`src/rtl/ro_pkg.sv`:
```
// Shared constants and FSM state type for the ring-oscillator select sweep.
package ro_pkg;

    localparam int unsigned SEL_W    = 3;
    localparam int unsigned NUM_TAPS = 8;

    localparam logic [SEL_W-1:0] LAST_TAP = SEL_W'(NUM_TAPS - 1);

    typedef enum logic [2:0] {
        ST_IDLE,
        ST_SETTLE,
        ST_MEASURE,
        ST_REPORT,
        ST_DONE
    } ro_sweep_state_t;

endpackage

```
`src/rtl/ro_edge_sync.sv`:
```
// Two-flop synchronizer plus a third flop; flags a rising edge of async_in.
module ro_edge_sync (
    input  logic clk,
    input  logic rst_n,
    input  logic async_in,
    output logic rise
);

    logic s1, s2, s3;

    always_ff @(posedge clk or negedge rst_n) begin
        if (!rst_n) begin
            s1 <= 1'b0;
            s2 <= 1'b0;
            s3 <= 1'b0;
        end else begin
            s1 <= async_in;
            s2 <= s1;
            s3 <= s2;
        end
    end

    assign rise = s2 & ~s3;

endmodule

```
`src/rtl/ro_select_sweep.sv`:
```
// Steps the fine-delay tap select 0..7, counting ring-oscillator edges per tap.
// Optional best-tap tracker is built when RO_SWEEP_BEST_EN is defined.
module ro_select_sweep
    import ro_pkg::*;
#(
    parameter int unsigned WINDOW_CYCLES = 4096,
    parameter int unsigned SETTLE_CYCLES = 16,
    parameter int unsigned CNT_W         = 16
) (
    input  logic             clk,
    input  logic             rst_n,
    input  logic             start,
    input  logic             osc_in,
`ifdef RO_SWEEP_BEST_EN
    input  logic [CNT_W-1:0] target,
    output logic [SEL_W-1:0] best_sel,
`endif
    output logic [SEL_W-1:0] select,
    output logic             busy,
    output logic             result_valid,
    output logic [SEL_W-1:0] result_sel,
    output logic [CNT_W-1:0] result_count,
    output logic             done
);

    localparam int unsigned TMR_MAX = (WINDOW_CYCLES > SETTLE_CYCLES) ? WINDOW_CYCLES : SETTLE_CYCLES;
    localparam int unsigned TMR_W   = $clog2(TMR_MAX + 1);

    ro_sweep_state_t  state;
    logic [TMR_W-1:0] tmr;
    logic [CNT_W-1:0] edge_cnt;
    logic [CNT_W-1:0] edge_nxt_c;
    logic             rise;

    ro_edge_sync u_sync (
        .clk      (clk),
        .rst_n    (rst_n),
        .async_in (osc_in),
        .rise     (rise)
    );

    // Saturating increment so a fast oscillator pins at full scale instead of wrapping.
    always_comb begin
        edge_nxt_c = edge_cnt;
        if (rise && (edge_cnt != {CNT_W{1'b1}}))
            edge_nxt_c = edge_cnt + CNT_W'(1);
    end

    always_ff @(posedge clk or negedge rst_n) begin
        if (!rst_n) begin
            state        <= ST_IDLE;
            tmr          <= '0;
            edge_cnt     <= '0;
            select       <= '0;
            busy         <= 1'b0;
            result_valid <= 1'b0;
            result_sel   <= '0;
            result_count <= '0;
            done         <= 1'b0;
        end else begin
            result_valid <= 1'b0;
            done         <= 1'b0;
            case (state)
                ST_IDLE: begin
                    if (start) begin
                        state  <= ST_SETTLE;
                        select <= '0;
                        tmr    <= '0;
                        busy   <= 1'b1;
                    end
                end
                ST_SETTLE: begin
                    if (tmr == TMR_W'(SETTLE_CYCLES - 1)) begin
                        state    <= ST_MEASURE;
                        tmr      <= '0;
                        edge_cnt <= '0;
                    end else begin
                        tmr <= tmr + TMR_W'(1);
                    end
                end
                ST_MEASURE: begin
                    edge_cnt <= edge_nxt_c;
                    if (tmr == TMR_W'(WINDOW_CYCLES - 1)) begin
                        state        <= ST_REPORT;
                        result_valid <= 1'b1;
                        result_sel   <= select;
                        result_count <= edge_nxt_c;
                    end else begin
                        tmr <= tmr + TMR_W'(1);
                    end
                end
                ST_REPORT: begin
                    if (select == LAST_TAP) begin
                        state <= ST_DONE;
                        done  <= 1'b1;
                        busy  <= 1'b0;
                    end else begin
                        state  <= ST_SETTLE;
                        select <= select + SEL_W'(1);
                        tmr    <= '0;
                    end
                end
                ST_DONE: begin
                    state <= ST_IDLE;
                end
                default: begin
                    state <= ST_IDLE;
                end
            endcase
        end
    end

`ifdef RO_SWEEP_BEST_EN
    logic [CNT_W-1:0] best_err;
    logic [SEL_W-1:0] best_tap;
    logic [CNT_W-1:0] err_c;
    logic [SEL_W-1:0] best_tap_nxt_c;

    // Strict less-than keeps the earlier (lower) tap on ties.
    always_comb begin
        err_c          = (result_count >= target) ? (result_count - target) : (target - result_count);
        best_tap_nxt_c = best_tap;
        if (err_c < best_err)
            best_tap_nxt_c = result_sel;
    end

    always_ff @(posedge clk or negedge rst_n) begin
        if (!rst_n) begin
            best_err <= '1;
            best_tap <= '0;
            best_sel <= '0;
        end else begin
            if ((state == ST_IDLE) && start) begin
                best_err <= '1;
                best_tap <= '0;
            end else if (state == ST_REPORT) begin
                if (err_c < best_err) begin
                    best_err <= err_c;
                    best_tap <= result_sel;
                end
                if (result_sel == LAST_TAP)
                    best_sel <= best_tap_nxt_c;
            end
        end
    end
`endif

endmodule

```
`config.mk`:
```
export PLATFORM = sky130hd
export DESIGN_NAME = ro_select_sweep
export DESIGN_NICKNAME = d
export VERILOG_FILES = /design/src/rtl/ro_pkg.sv /design/src/rtl/ro_edge_sync.sv /design/src/rtl/ro_select_sweep.sv
export SDC_FILE = /design/constraint.sdc
export NUM_CORES = 1
export LEC_CHECK = 0
export ABC_AREA = 1
export CORE_MARGIN = 2
export CORE_UTILIZATION = 45
export CTS_BUF_LIST = sky130_fd_sc_hd__clkbuf_4
export CTS_CLUSTER_SIZE = 12
export DETAILED_ROUTE_END_ITERATION = 8
export PLACE_DENSITY = 0.74
export SLEW_MARGIN = 30
export SYNTH_ARGS = -nofsm -noshare
export SYNTH_HDL_FRONTEND = slang
export SYNTH_SLANG_ARGS = --single-unit
```
`constraint.sdc`:
```
create_clock -name clk -period 2.3 [get_ports clk]
set_input_delay 0.23 -clock clk [delete_from_list [all_inputs] [get_ports clk]]
set_output_delay 0.23 -clock clk [all_outputs]
set_load 0.1 [all_outputs]
```
==> results of run 1 <==
[state kept, by name, summed over array words and instances (netlist names), 3 cells and up]
signal	flops
tmr	13
select	3
result_sel	3
result_count	16
edge_cnt	16
state	3
[kinds of logic after synthesis]
group | share of synthesized area (%)
buffers and inverters | 7.39
xor gates and xnor gates | 2.13
DFF | 45.7
adders and majority gates | 1.52
AOI/OAI and AO/OA | 7.77
and+or+nand+nor | 35.5
[placed cells by master, fill, tap and decap left out, types with 2 or more instances in the layout]
cell type / instances
xor2_1: 7
nand2_2: 5
nand2_4: 2
clkbuf_4: 9
o21ai_0: 20
dfrtp_1: 60
inv_1: 41
o21ai_2: 4
nor2_2: 2
nor3_1: 5
inv_2: 6
nand4_1: 12
nor3_2: 2
o21ai_1: 15
nand3b_1: 2
clkdlybuf4s50_1: 2
nor2_4: 3
buf_4: 29
nor2_1: 24
o211ai_1: 6
clkinv_4: 2
bufinv_16: 3
nand3_1: 30
nand2_1: 172
ha_1: 4
[layout make-up]
cell class / count / area share [%]
Clock buffer: 9 / 1.78
Sequential cell: 60 / 39.4
Inverter: 47 / 4.64
Timing Repair Buffer: 34 / 7.17
Tap cell: 99 / 3.25
Multi-Input combinational cell: 319 / 40.5
Clock inverter: 7 / 3.25
[final timing paths]
| kind | slack, ns | endpoint | start | depth (start not counted) |
|---|---|---|---|---|
| max reg2reg | 0.45 | result_count[0] | edge_cnt[0] | 8 |
| max in group asynchronous | 1.32 | tmr[12] | rst_n | 3 |
| min in group asynchronous | 0.37 | result_count[12] | rst_n | 2 |
| max | 0.45 | result_count[0] | edge_cnt[0] | 8 |
| min | 0.26 | u_sync.s1 | osc_in | 1 |
| min reg2reg | 0.36 | u_sync.s2 | u_sync.s1 | 0 |
[Yosys cell counts]
| master | number |
|---|---|
| nand2_1 | 172 |
| dfrtp_1 | 60 |
| inv_1 | 41 |
| nand3_1 | 30 |
| nor2_1 | 24 |
| o21ai_0 | 20 |
| o21ai_1 | 15 |
| nand4_1 | 12 |
| xor2_1 | 7 |
| inv_2 | 6 |
| o211ai_1 | 6 |
| nand2_2 | 5 |
| nor3_1 | 5 |
| buf_6 | 4 |
| ha_1 | 4 |
| o21ai_2 | 4 |
| clkbuf_1 | 3 |
| nor2_4 | 3 |
| buf_2 | 2 |
| nand2_4 | 2 |
| nand3b_1 | 2 |
| nor2_2 | 2 |
| nor3_2 | 2 |
| nand3_2 | 1 |
| nand3_4 | 1 |
| nor3_4 | 1 |
| xnor2_1 | 1 |
[layer usage]
| metal | vias up | share of wire (%) | GRT usage, % |
|---|---|---|---|
| met1 | 1356 | 49 | 28.1 |
| met2 | 60 | 46 | 30.4 |
| met3 | 12 | 3.5 | 4.06 |
| met5 | - | 0 | 0 |
| li1 | 1464 | - | - |
| met4 | 0 | 1.5 | 7.73 |
[worst max-delay path: cells and delay by family (launching register included)]
| kind | cells | cell delay [ns] |
|---|---|---|
| compound gates | 1 | 0.10 |
| simple gates | 4 | 0.58 |
| buf+inv | 1 | 0.09 |
| xor+xnor | 1 | 0.25 |
| fa+ha+maj | 1 | 0.24 |
| flops | 1 | 0.46 |
[what timing repair did]
item / 4_1_cts / 5_1_grt
hold buffers: 1 / 0
resized for setup: 0 / 0
hold endpoints to repair: 24 / 0
[metrics by stage]
step | hold WS (ns) | util [%] | cells | instance area (um^2) | setup WS [ns]
6_report | 0.259 | 53.0 | 575 | 3810 | 0.448
5_1_grt | 0.223 | 53.0 | 575 | 3810 | 0.197
4_1_cts | 0.227 | 53.0 | 575 | 3810 | 0.434
3_5_place_dp | 0.282 | 50.2 | 558 | 3600 | 0.468
3_3_place_gp | 0.278 | 50.2 | 558 | 3600 | 0.486
2_1_floorplan | -0.0656 | - | 435 | 3280 | 0.177
[power groups by stage]
stage / Clock (mW) / Combinational [mW] / Sequential, mW
floorplan: 0 / 0.0219 / 1.08
global placement: 0 / 0.0501 / 1.08
detailed placement: 0 / 0.0509 / 1.08
CTS: 1.01 / 0.0524 / 1.06
global route: 1.04 / 0.0582 / 1.06
finish: 0.975 / 0.0504 / 1.06
==> metrics.txt, run 1 <==
Total Routing Usage GR=about a fifth; CTS clock-pin slew for the worst setup and hold paths=between 0.1 and 0.15 ns; gpl congestion=between 0.8 and 0.9; max_slew headroom=about 58%; fillers=slightly below 700; fin crit period=approximately 1.9 ns; switching part of the total=a little over a fifth; post-synth net total=between 400 and 500; CTS Buffer Depth=2; Slew @ Worst Pin=between 0.6 and 0.7 ns; Die Area=0.00800 mm^2; NetSw=~460 uW; number of global-route vias before repair=2653; P_leak=approximately 1.9 nW; Int Power=approximately 1.6 mW; Synth Register Bits=60; Unique masters post-synth=27; Die X=89.4 um; antenna violations before repair=0; Seq/Total Area, Yosys=between 40 and 50%; Skew-Pair Late Insertion Delay=roughly 0.41 ns; num rows=31; I/O Buffers=28; sequential cell area=0.00150 mm^2; synthesized cell area=between 0.003 and 0.004 mm^2; Root Driver=clkbuf_4; Avg WL per Cell=12.8 um; Fmax=between 500 and 600 MHz; Final Hold Fails=0; number of max-cap violations=0; Min-Delay Path Class=primary input to register; CP max stage delay=about 0.46 ns; Avg Cell Area, Syn=7.55 um^2; Routed Wire Length=approximately 7.4 mm; combinational power share=around 2.4%; total power=around 2.1 mW; # DRC=0; multi-input logic area=0.00154 mm^2; CTS sink cnt=60; Iter 0 DRT Violations=between 100 and 150; share of cells above drive strength 1=between 10% and 20%; post-CTS setup buffers=0; starting density of the core=45.8%; Core Region=roughly 0.007 mm^2; clk_skew=~0.017 ns; CP max FO=25; sequential share of power=approximately half; Data arrival, critical path=2.14 ns; area grow syn2layout=15.9%; Power Dens Cells=roughly 550 mW/mm^2; Crit Path Class=register to register; antenna fix cells=0; Die Span Y=a little under 90 um; Final Cycle Share=80.5%; Yosys Warn Count=0; Setup Viol. Count Final=0; H-tree depth=3; fin nets=479; clock network power share=a little under half; largest cells by area after synthesis=dfrtp_1, nand2_1, inv_1, nand3_1, o21ai_0; CTS buffer count=9; area leader, netlist=dfrtp_1; TritonCTS clock tree=yes; worst vdd ir=0.346 mV; crit path capture type=register; post-DP HPWL=~5.4 mm; CP required=~2.6 ns; area share of the largest cell type after synthesis=between 40% and 50%; global-route wire length before repair=between 10 and 15 mm; critical-path cell list=ha_1 > inv_1 > nor2_4 > nand2_1 > nand2_2 > nand2_4 > xnor2_1 > o21ai_0; remaining antenna violation count=0; max-slew violation count=0; slowest cell on the critical path=dfrtp_1; status=complete, no violations; RSZ-0062 raised after global routing=no; GRT overflow=0; Initial DRT Pass Iterations=4; vias per cell=between 5 and 6; largest net degree at the start of global routing=37; I/O pin cnt=29; Sum Neg Setup Slack=0 ns; CP startpoint kind=register; synthesized netlist cell count=roughly 440; total vias in the final route=~2.9k
No activity file was read; power rests on OpenSTA's default activity.
==> inputs of run 2 (changes only) <==
- PLACE_DENSITY: 0.74 -> 0.76
- clock period: 2.3 -> 1.55 ns (I/O delays scaled with it)
==> metrics.txt, run 2 (synthesis gave the netlist of run 1 again) <==
starting density of the core=45.8% (unchanged); hold_ws=0.188 ns (-0.0705 ns); Die Area=0.00800 mm^2 (unchanged); H-tree depth=3 (unchanged); Top Layer Used=met4; share of cells above drive strength 1=34.5% (+19 points); Layout Cells excl Fill=627 (+9.0%); Post-Route M1 WL=3.88 mm (+7.8%); Routed Wire Length=10.3 mm (+41%); Crit Path Class=register to output pin; CTS clock-pin slew for the worst setup and hold paths=0.10 ns (about the same); antenna violations before repair=0 (unchanged); post-layout util=68.1% (+15 points); status=complete, but fails checks; P_leak=2.32 nW (+25%); fin nets=532 (+11%); max_slew headroom=71.0% (+13 points); Met2 Wirelength=5.11 mm (+51%); Data arrival, critical path=1.47 ns (-0.67 ns); # DRC=0 (unchanged); vias per cell=5.52 (+9.7%); Setup Viol. Count Final=13 (+13); CP max FO=2 (-92%); Final Cycle Share=105%; max-slew violation count=0 (unchanged); largest net degree at the start of global routing=27 (-27%); Worst R2R Setup Slack=-0.04 ns (-0.49 ns); Skew-Pair Late Insertion Delay=0.42 ns (about the same); Die Span Y=89.4 um (unchanged); fin crit period=1.62 ns; I/O pin cnt=29 (unchanged); setup ws final=-0.0717 ns (-0.520 ns); r2r startpoint=select[0]; Core Region=0.00718 mm^2 (unchanged); TritonCTS clock tree=yes; CTS Buffer Depth=2 (unchanged); total vias in the final route=3460 (+20%); CTS buffer count=9 (unchanged); Power Dens Cells=574 mW/mm^2 (+4.8%); Fmax=slightly above 600 MHz; multi-input logic area=0.00187 mm^2 (+22%); gpl congestion=0.832 (-3.5%); worst vdd ir=0.430 mV (+24%); Total Routing Usage GR=24.2% (+4.2 points); Final Hold Fails=0 (unchanged); I/O Buffers=28 (unchanged); antenna fix cells=0 (unchanged); remaining antenna violation count=0 (unchanged); Die X=89.4 um (unchanged); post-place setup slack=-0.112 ns (-0.580 ns); fillers=496 (-27%); crit path capture type=output pin; CP required=1.39 ns (-1.19 ns); Min-Delay Path Class=primary input to register; met3 WL=754 um (+200%); RSZ-0062 raised after global routing=yes; post-DP HPWL=6.10 mm (+13%); global-route wire length before repair=14.8 mm (+20%); largest registers=edge_cnt (16), result_count (16), tmr (13); Avg WL per Cell=16.5 um (+29%); Worst R2R Path Depth=9 (+1); Iter 0 DRT Violations=346 (+190%); CP startpoint kind=register; clk_skew=0.0165 ns (-0.000730 ns); Root Driver=clkbuf_4; WHS Endpoint=u_sync.s1; CTS sink cnt=60 (unchanged); violated checks=negative setup slack; most frequent cells in the layout=nand2_1, dfrtp_1, buf_4, inv_1, buf_12; sequential cell area=0.00152 mm^2 (+1.1%); commonest non-fill, non-tap cell in the layout=nand2_1; GRT overflow=0 (unchanged); Hold Path Depth=1 (unchanged); number of max-cap violations=0 (unchanged); area grow syn2layout=48.9%; worst reg2reg path endpoint=tmr[3]; num rows=31 (unchanged); hold_sp=osc_in; number of global-route vias before repair=3200 (+21%); Initial DRT Pass Iterations=5 (+1); Slew @ Worst Pin=0.434 ns (-0.192 ns); Sum Neg Setup Slack=-0.366 ns (-0.366 ns); Cells after DPL=590 (+5.7%)
## run 2: cell types whose count changed in the layout (fill, tap and decap cells not counted), sizes merged
cell      delta
buf         +49
nand2        +3
bufinv       -2
clkbuf       +1
clkinv       +1
clkinvlp     +1
inv          -1
## run 2: power by group
part | leakage [nW] | internal (mW) | total, mW | switching, mW
Sequential | 0.775 | 1.57 | 1.57 | 0.00251
Combinational | 1.48 | 0.0453 | 0.133 | 0.0880
Clock | 0.0605 | 0.466 | 1.10 | 0.634
## run 2: per-stage QoR
step                power [mW]  cell area, um^2
global route              2.85             4890
global placement          1.68             4270
CTS                       2.75             4480
floorplan                 1.63             3350
detailed placement        1.68             4270
finish                    2.80             4890
## run 2: worst max path at each step
stage                            from          end
after floorplan             select[0]       tmr[4]
after global placement    edge_cnt[0]  edge_cnt[2]
after detailed placement  edge_cnt[0]  edge_cnt[7]
after CTS                 edge_cnt[0]  edge_cnt[5]
after global routing        select[1]       tmr[3]
final                       select[1]    select[1]
## run 2: cell type report
cell class	count	area share, %
well taps	99	2.53
clock inverters	6	1.15
inverters	47	3.86
repair buffers	84	21.7
flip-flops and latches	60	31.0
multi-input cells	322	38.3
clock buffers	9	1.38
## run 2: what timing repair did
item	CTS	global route
cloned	2	2
buffers inserted	2	15
setup endpoints to repair	35	53
pin swaps	1	12
hold endpoints to repair	34	0
gates resized for setup	8	74
hold buffers	1	0
## run 2: layer usage
| metal | up-vias | GRT usage, % |
|---|---|---|
| met5 | - | 0 |
| met4 | 0 | 9.91 |
| met3 | 72 | 6.37 |
| met2 | 200 | 39.5 |
| met1 | 1615 | 30.6 |
| li1 | 1573 | - |
## run 2: worst max-delay path, stage by stage (launching register included)
cell     delay, ns
dfrtp_4       0.51
buf_4         0.14
buf_4         0.12
buf_4         0.13
buf_12        0.16
==> inputs of run 3 (changes only) <==
- CORE_UTILIZATION: 45 -> 54
- PLACE_DENSITY: 0.76 -> 0.87
==> metrics.txt, run 3 (synthesis gave the netlist of run 1 again) <==
CTS Buffer Depth=2 (unchanged); P_leak=2.37 nW (+2.2%); Cells after DPL=560 (-5.1%); Crit Path Class=register to register; Int Power=2.42 mW (+16%); Die Span Y=82.0 um (-8.3%); CTS buffer count=9 (unchanged); status=complete, but fails checks; largest net degree at the start of global routing=61 (+130%); Layout Cells excl Fill=606 (-3.3%); Sum Neg Setup Slack=-6.57 ns (-6.21 ns); largest registers=edge_cnt (16), result_count (16), tmr (13); combinational power share=3.5% (-1.3 points); NetSw=784 uW (+8.3%); clock network power share=47.4% (+8.2 points); Die X=82.0 um (-8.3%); fin nets=534 (+0.38%); area grow syn2layout=55.5%; Final Hold Fails=0 (unchanged); Setup Viol. Count Final=52 (+39); number of global-route vias before repair=3393 (+6.0%); # DRC=20 (+20); number of max-cap violations=0 (unchanged); Core Region=0.00589 mm^2 (-18%); Routed Wire Length=15.0 mm (+45%); antenna fix cells=0 (unchanged); global-route wire length before repair=16.5 mm (+11%); post-DP HPWL=6.18 mm (+1.4%); commonest non-fill, non-tap cell in the layout=nand2_1; fin crit period=1.85 ns (+0.233 ns); TritonCTS clock tree=yes; post-place setup slack=-0.0983 ns (+0.0136 ns); CP max stage delay=0.44 ns (-0.07 ns); setup ws final=-0.305 ns (-0.233 ns); Total Routing Usage GR=32.7% (+8.5 points); violated checks=design-rule violations, negative setup slack; most frequent cells in the layout=nand2_1, dfrtp_1, buf_4, inv_1, nand2_2; worst vdd ir=0.667 mV (+55%); I/O pin cnt=29 (unchanged); share of cells above drive strength 1=41.8% (+7.3 points); Fmax=539 MHz (-13%); Iter 0 DRT Violations=877 (+150%); max-slew violation count=0 (unchanged); CP required=1.94 ns (+0.55 ns); sequential share of power=49.1% (-6.9 points); crit path capture type=register; Min-Delay Path Class=primary input to register; Initial DRT Pass Iterations=9 (+4); starting density of the core=55.8% (+10 points); RSZ-0062 raised after global routing=yes; remaining antenna violation count=0 (unchanged); critical-path cell list=nand2_1 > nor2_4 > nand2_4 > nand2_8 > nand2_8 > o21ai_2 > nand2_1 > nand2_2; Die Area=0.00672 mm^2 (-16%); Data arrival, critical path=2.24 ns (+0.77 ns); vias per cell=6.78 (+23%); num rows=28 (-9.7%); GRT overflow=0 (unchanged); I/O Buffers=28 (unchanged); H-tree depth=3 (unchanged); Final Cycle Share=120% (+15 points); Skew-Pair Late Insertion Delay=0.45 ns (+0.03 ns); clk_skew=0.0272 ns (+0.0107 ns); total vias in the final route=4109 (+19%); gpl congestion=0.910 (+9.4%); Avg WL per Cell=24.7 um (+50%); Root Driver=clkbuf_4; antenna violations before repair=0 (unchanged); max_slew headroom=77.7% (+6.6 points); Power Dens Cells=628 mW/mm^2 (+9.4%); Slew @ Worst Pin=0.333 ns (-0.101 ns); CP startpoint kind=register; CP max FO=12 (+10); CTS clock-pin slew for the worst setup and hold paths=0.12 ns (+0.02 ns); slowest cell on the critical path=dfrtp_1; switching part of the total=24.5% (-1.4 points); CTS sink cnt=60 (unchanged)
==> run 3: path summary, 6_finish.rpt <==
kind | from | end | slack (ns) | cells past startpoint
max | edge_cnt[2] | result_count[6] | -0.30 | 8
min | osc_in | u_sync.s1 | 0.15 | 1
max reg2reg | edge_cnt[2] | result_count[6] | -0.30 | 8
min reg2reg | u_sync.s1 | u_sync.s2 | 0.44 | 0
max in group asynchronous | rst_n | edge_cnt[6] | 1.03 | 3
min in group asynchronous | rst_n | tmr[10] | 0.22 | 3
==> run 3: layout make-up <==
cell class                 count  area [um^2]
timing repair buffer          86         1090
sequential                    60         1520
tap                           75         93.8
multi-input combinational    322         2020
fill                         205          779
clock inverter                 6          103
inverter                      47          206
clock buffer                  10         75.1
==> run 3: power by group through the flow <==
stage,registers [mW],logic [mW],clock network [mW]
floorplan,1.60,0.0343,0
global placement,1.60,0.0765,0
detailed placement,1.60,0.0791,0
CTS,1.57,0.0964,1.43
global route,1.57,0.120,1.55
finish,1.57,0.113,1.52
==> run 3: repair_timing <==
item / 4_1_cts / 5_1_grt
hold endpoints to repair: 60 / 0
setup endpoints to repair: 38 / 52
resized for setup: 19 / 128
buffers inserted: 3 / 20
cloned: 2 / 4
pin swaps: 6 / 27
hold buffers: 1 / 0
==> run 3: through the flow <==
stage	power, mW	cell area [um^2]	hold slack, ns	utilization (%)
after global routing	3.24	5110	0.130	86.8
final	3.20	5110	0.154	86.8
after floorplan	1.63	3350	-0.141	-
after CTS	3.10	4460	0.176	75.9
after detailed placement	1.68	4160	0.187	70.6
after global placement	1.68	4160	0.183	70.6
==> run 3: critical path: cells and delay by family (launching register included) <==
family | cells | cell delay, ns
flip-flops | 1 | 0.44
AND/OR/NAND/NOR | 7 | 1.11
AO/OA/AOI/OAI | 1 | 0.25
==> run 3: routing by layer <==
layer | track usage, % | part of all wire (%) | vias up
met2 | 52.3 | 44 | 479
li1 | - | - | 1578
met4 | 14.3 | 9.6 | 0
met3 | 7.25 | 14 | 167
met5 | 0 | 0 | -
met1 | 42.7 | 33 | 1885
==> RTL change, RTL diff (flow settings as in run 3) <==
Build with the macro `RO_SWEEP_BEST_EN` defined.
--- a/src/rtl/ro_select_sweep.sv
+++ b/src/rtl/ro_select_sweep.sv
@@ -1,4 +1,6 @@
 // Steps the fine-delay tap select 0..7, counting ring-oscillator edges per tap.
 // Optional best-tap tracker is built when RO_SWEEP_BEST_EN is defined.
+`define RO_SWEEP_BEST_EN
+
 module ro_select_sweep
     import ro_pkg::*;
Interface: changed (added best_sel and target); port bits go from 29 to 48. No check against the original RTL was run, so the function may have changed too.
==> RTL change against run 3 <==
- the run now fails in global routing
- synthesized area rose by 98%
==> RTL change: results (changes against run 3) <==
\begin{tabular}{lr}
\hline
Metric & Value \\
\hline
\multicolumn{2}{l}{\textbf{Outcome}} \\
Run status & did not finish (was finished with violations) \\
Step where the flow halted & global routing \\
First error & [ERROR GRT-0232] Routing congestion too high. Check the congestion heatmap in the GUI. \\
\multicolumn{2}{l}{\textbf{Clock network}} \\
Num CTS Buffers & 9 (unchanged) \\
Maximum number of buffers from clock root to sink & 2 (unchanged) \\
Root buffer cell & sky130\_fd\_sc\_hd\_\_clkbuf\_4 (unchanged) \\
\# H-tree levels & 3 (unchanged) \\
\multicolumn{2}{l}{\textbf{Synth}} \\
Number of different library cells in the post-synthesis netlist & 37 (was 27) \\
Dominant cell by count in the synthesized netlist & sky130\_fd\_sc\_hd\_\_nand2\_1 (unchanged) \\
Syn\_nets & 1061 (was 443) \\
Asr flop ratio synth & 100\% (unchanged) \\
Syn. warnings & 0 (unchanged) \\
Cell types occupying the most area after synthesis & sky130\_fd\_sc\_hd\_\_dfrtp\_1 25\%, sky130\_fd\_sc\_hd\_\_nand2\_1 19\%, sky130\_fd\_sc\_hd\_\_inv\_1 11\% (was sky130\_fd\_sc\_hd\_\_dfrtp\_1 46\%, sky130\_fd\_sc\_hd\_\_nand2\_1 20\%, sky130\_fd\_sc\_hd\_\_inv\_1 4.7\%) \\
Most used flip-flop cell after synthesis & sky130\_fd\_sc\_hd\_\_dfrtp\_1 (unchanged) \\
Yosys reg bits & 82 (was 60) \\
Most common library cells after synthesis & 336 x sky130\_fd\_sc\_hd\_\_nand2\_1, 186 x sky130\_fd\_sc\_hd\_\_inv\_1, 93 x sky130\_fd\_sc\_hd\_\_nand3\_1, 66 x sky130\_fd\_sc\_hd\_\_dfrtp\_1, 56 x sky130\_fd\_sc\_hd\_\_nor2\_1 (was 172 x sky130\_fd\_sc\_hd\_\_nand2\_1, 60 x sky130\_fd\_sc\_hd\_\_dfrtp\_1, 41 x sky130\_fd\_sc\_hd\_\_inv\_1, 30 x sky130\_fd\_sc\_hd\_\_nand3\_1, 24 x sky130\_fd\_sc\_hd\_\_nor2\_1) \\
Sequential element share of the synthesized area & 31.8\% (was 45.7\%) \\
\multicolumn{2}{l}{\textbf{Global route}} \\
Maximum number of pins on one net before global-route repair & 32 \\
Total track usage & 72.8\% \\
Global route total overflow & 12 \\
\multicolumn{2}{l}{\textbf{Place}} \\
Port bufs & 47 (was 28) \\
Placed wire-length estimate after detailed placement & 16300 um (was 6180 um) \\
Routability cong. & 0.981 (was 0.910) \\
\multicolumn{2}{l}{\textbf{STA}} \\
Worst-path end type & register input \\
Endpoint with the least setup slack after the last global-route repair & best\_err[3]\$\_DFFE\_PN1P\_/D \\
\hline
\end{tabular}
[RTL change: per-stage QoR]
step | util [%] | setup slack [ns] | std cells | area [sq um] | hold slack, ns
floorplan | - | -1.67 | 989 | 6840 | -0.141
CTS | 85.7 | -1.80 | 1403 | 10200 | 0.0949
detailed placement | 75.9 | -2.05 | 1342 | 9040 | 0.130
global placement | 75.9 | -1.92 | 1342 | 9040 | 0.129
[RTL change: cell families after synthesis]
| kind of cell | share of synthesized area [%] |
|---|---|
| and+or+nand+nor | 34.6 |
| DFF | 31.8 |
| buffers and inverters | 12.7 |
| AOI/OAI and AO/OA | 6.87 |
| xor gates and xnor gates | 3.90 |
| adders and majority gates | 10.2 |
[RTL change: layer usage]
| layer | global-route usage, % | overflow |
|---|---|---|
| met1 | 71.4 | 0 |
| met2 | 91.8 | 7 |
| met3 | 56.2 | 0 |
| met4 | 74.1 | 5 |
| met5 | 20.4 | 0 |
[RTL change: repair_timing]
item	4_1_cts
resized for setup	154
endpoints found under the hold margin	51
pin swaps	32
gates cloned	8
hold buffers	1
buffers inserted	39
setup endpoints to repair	76
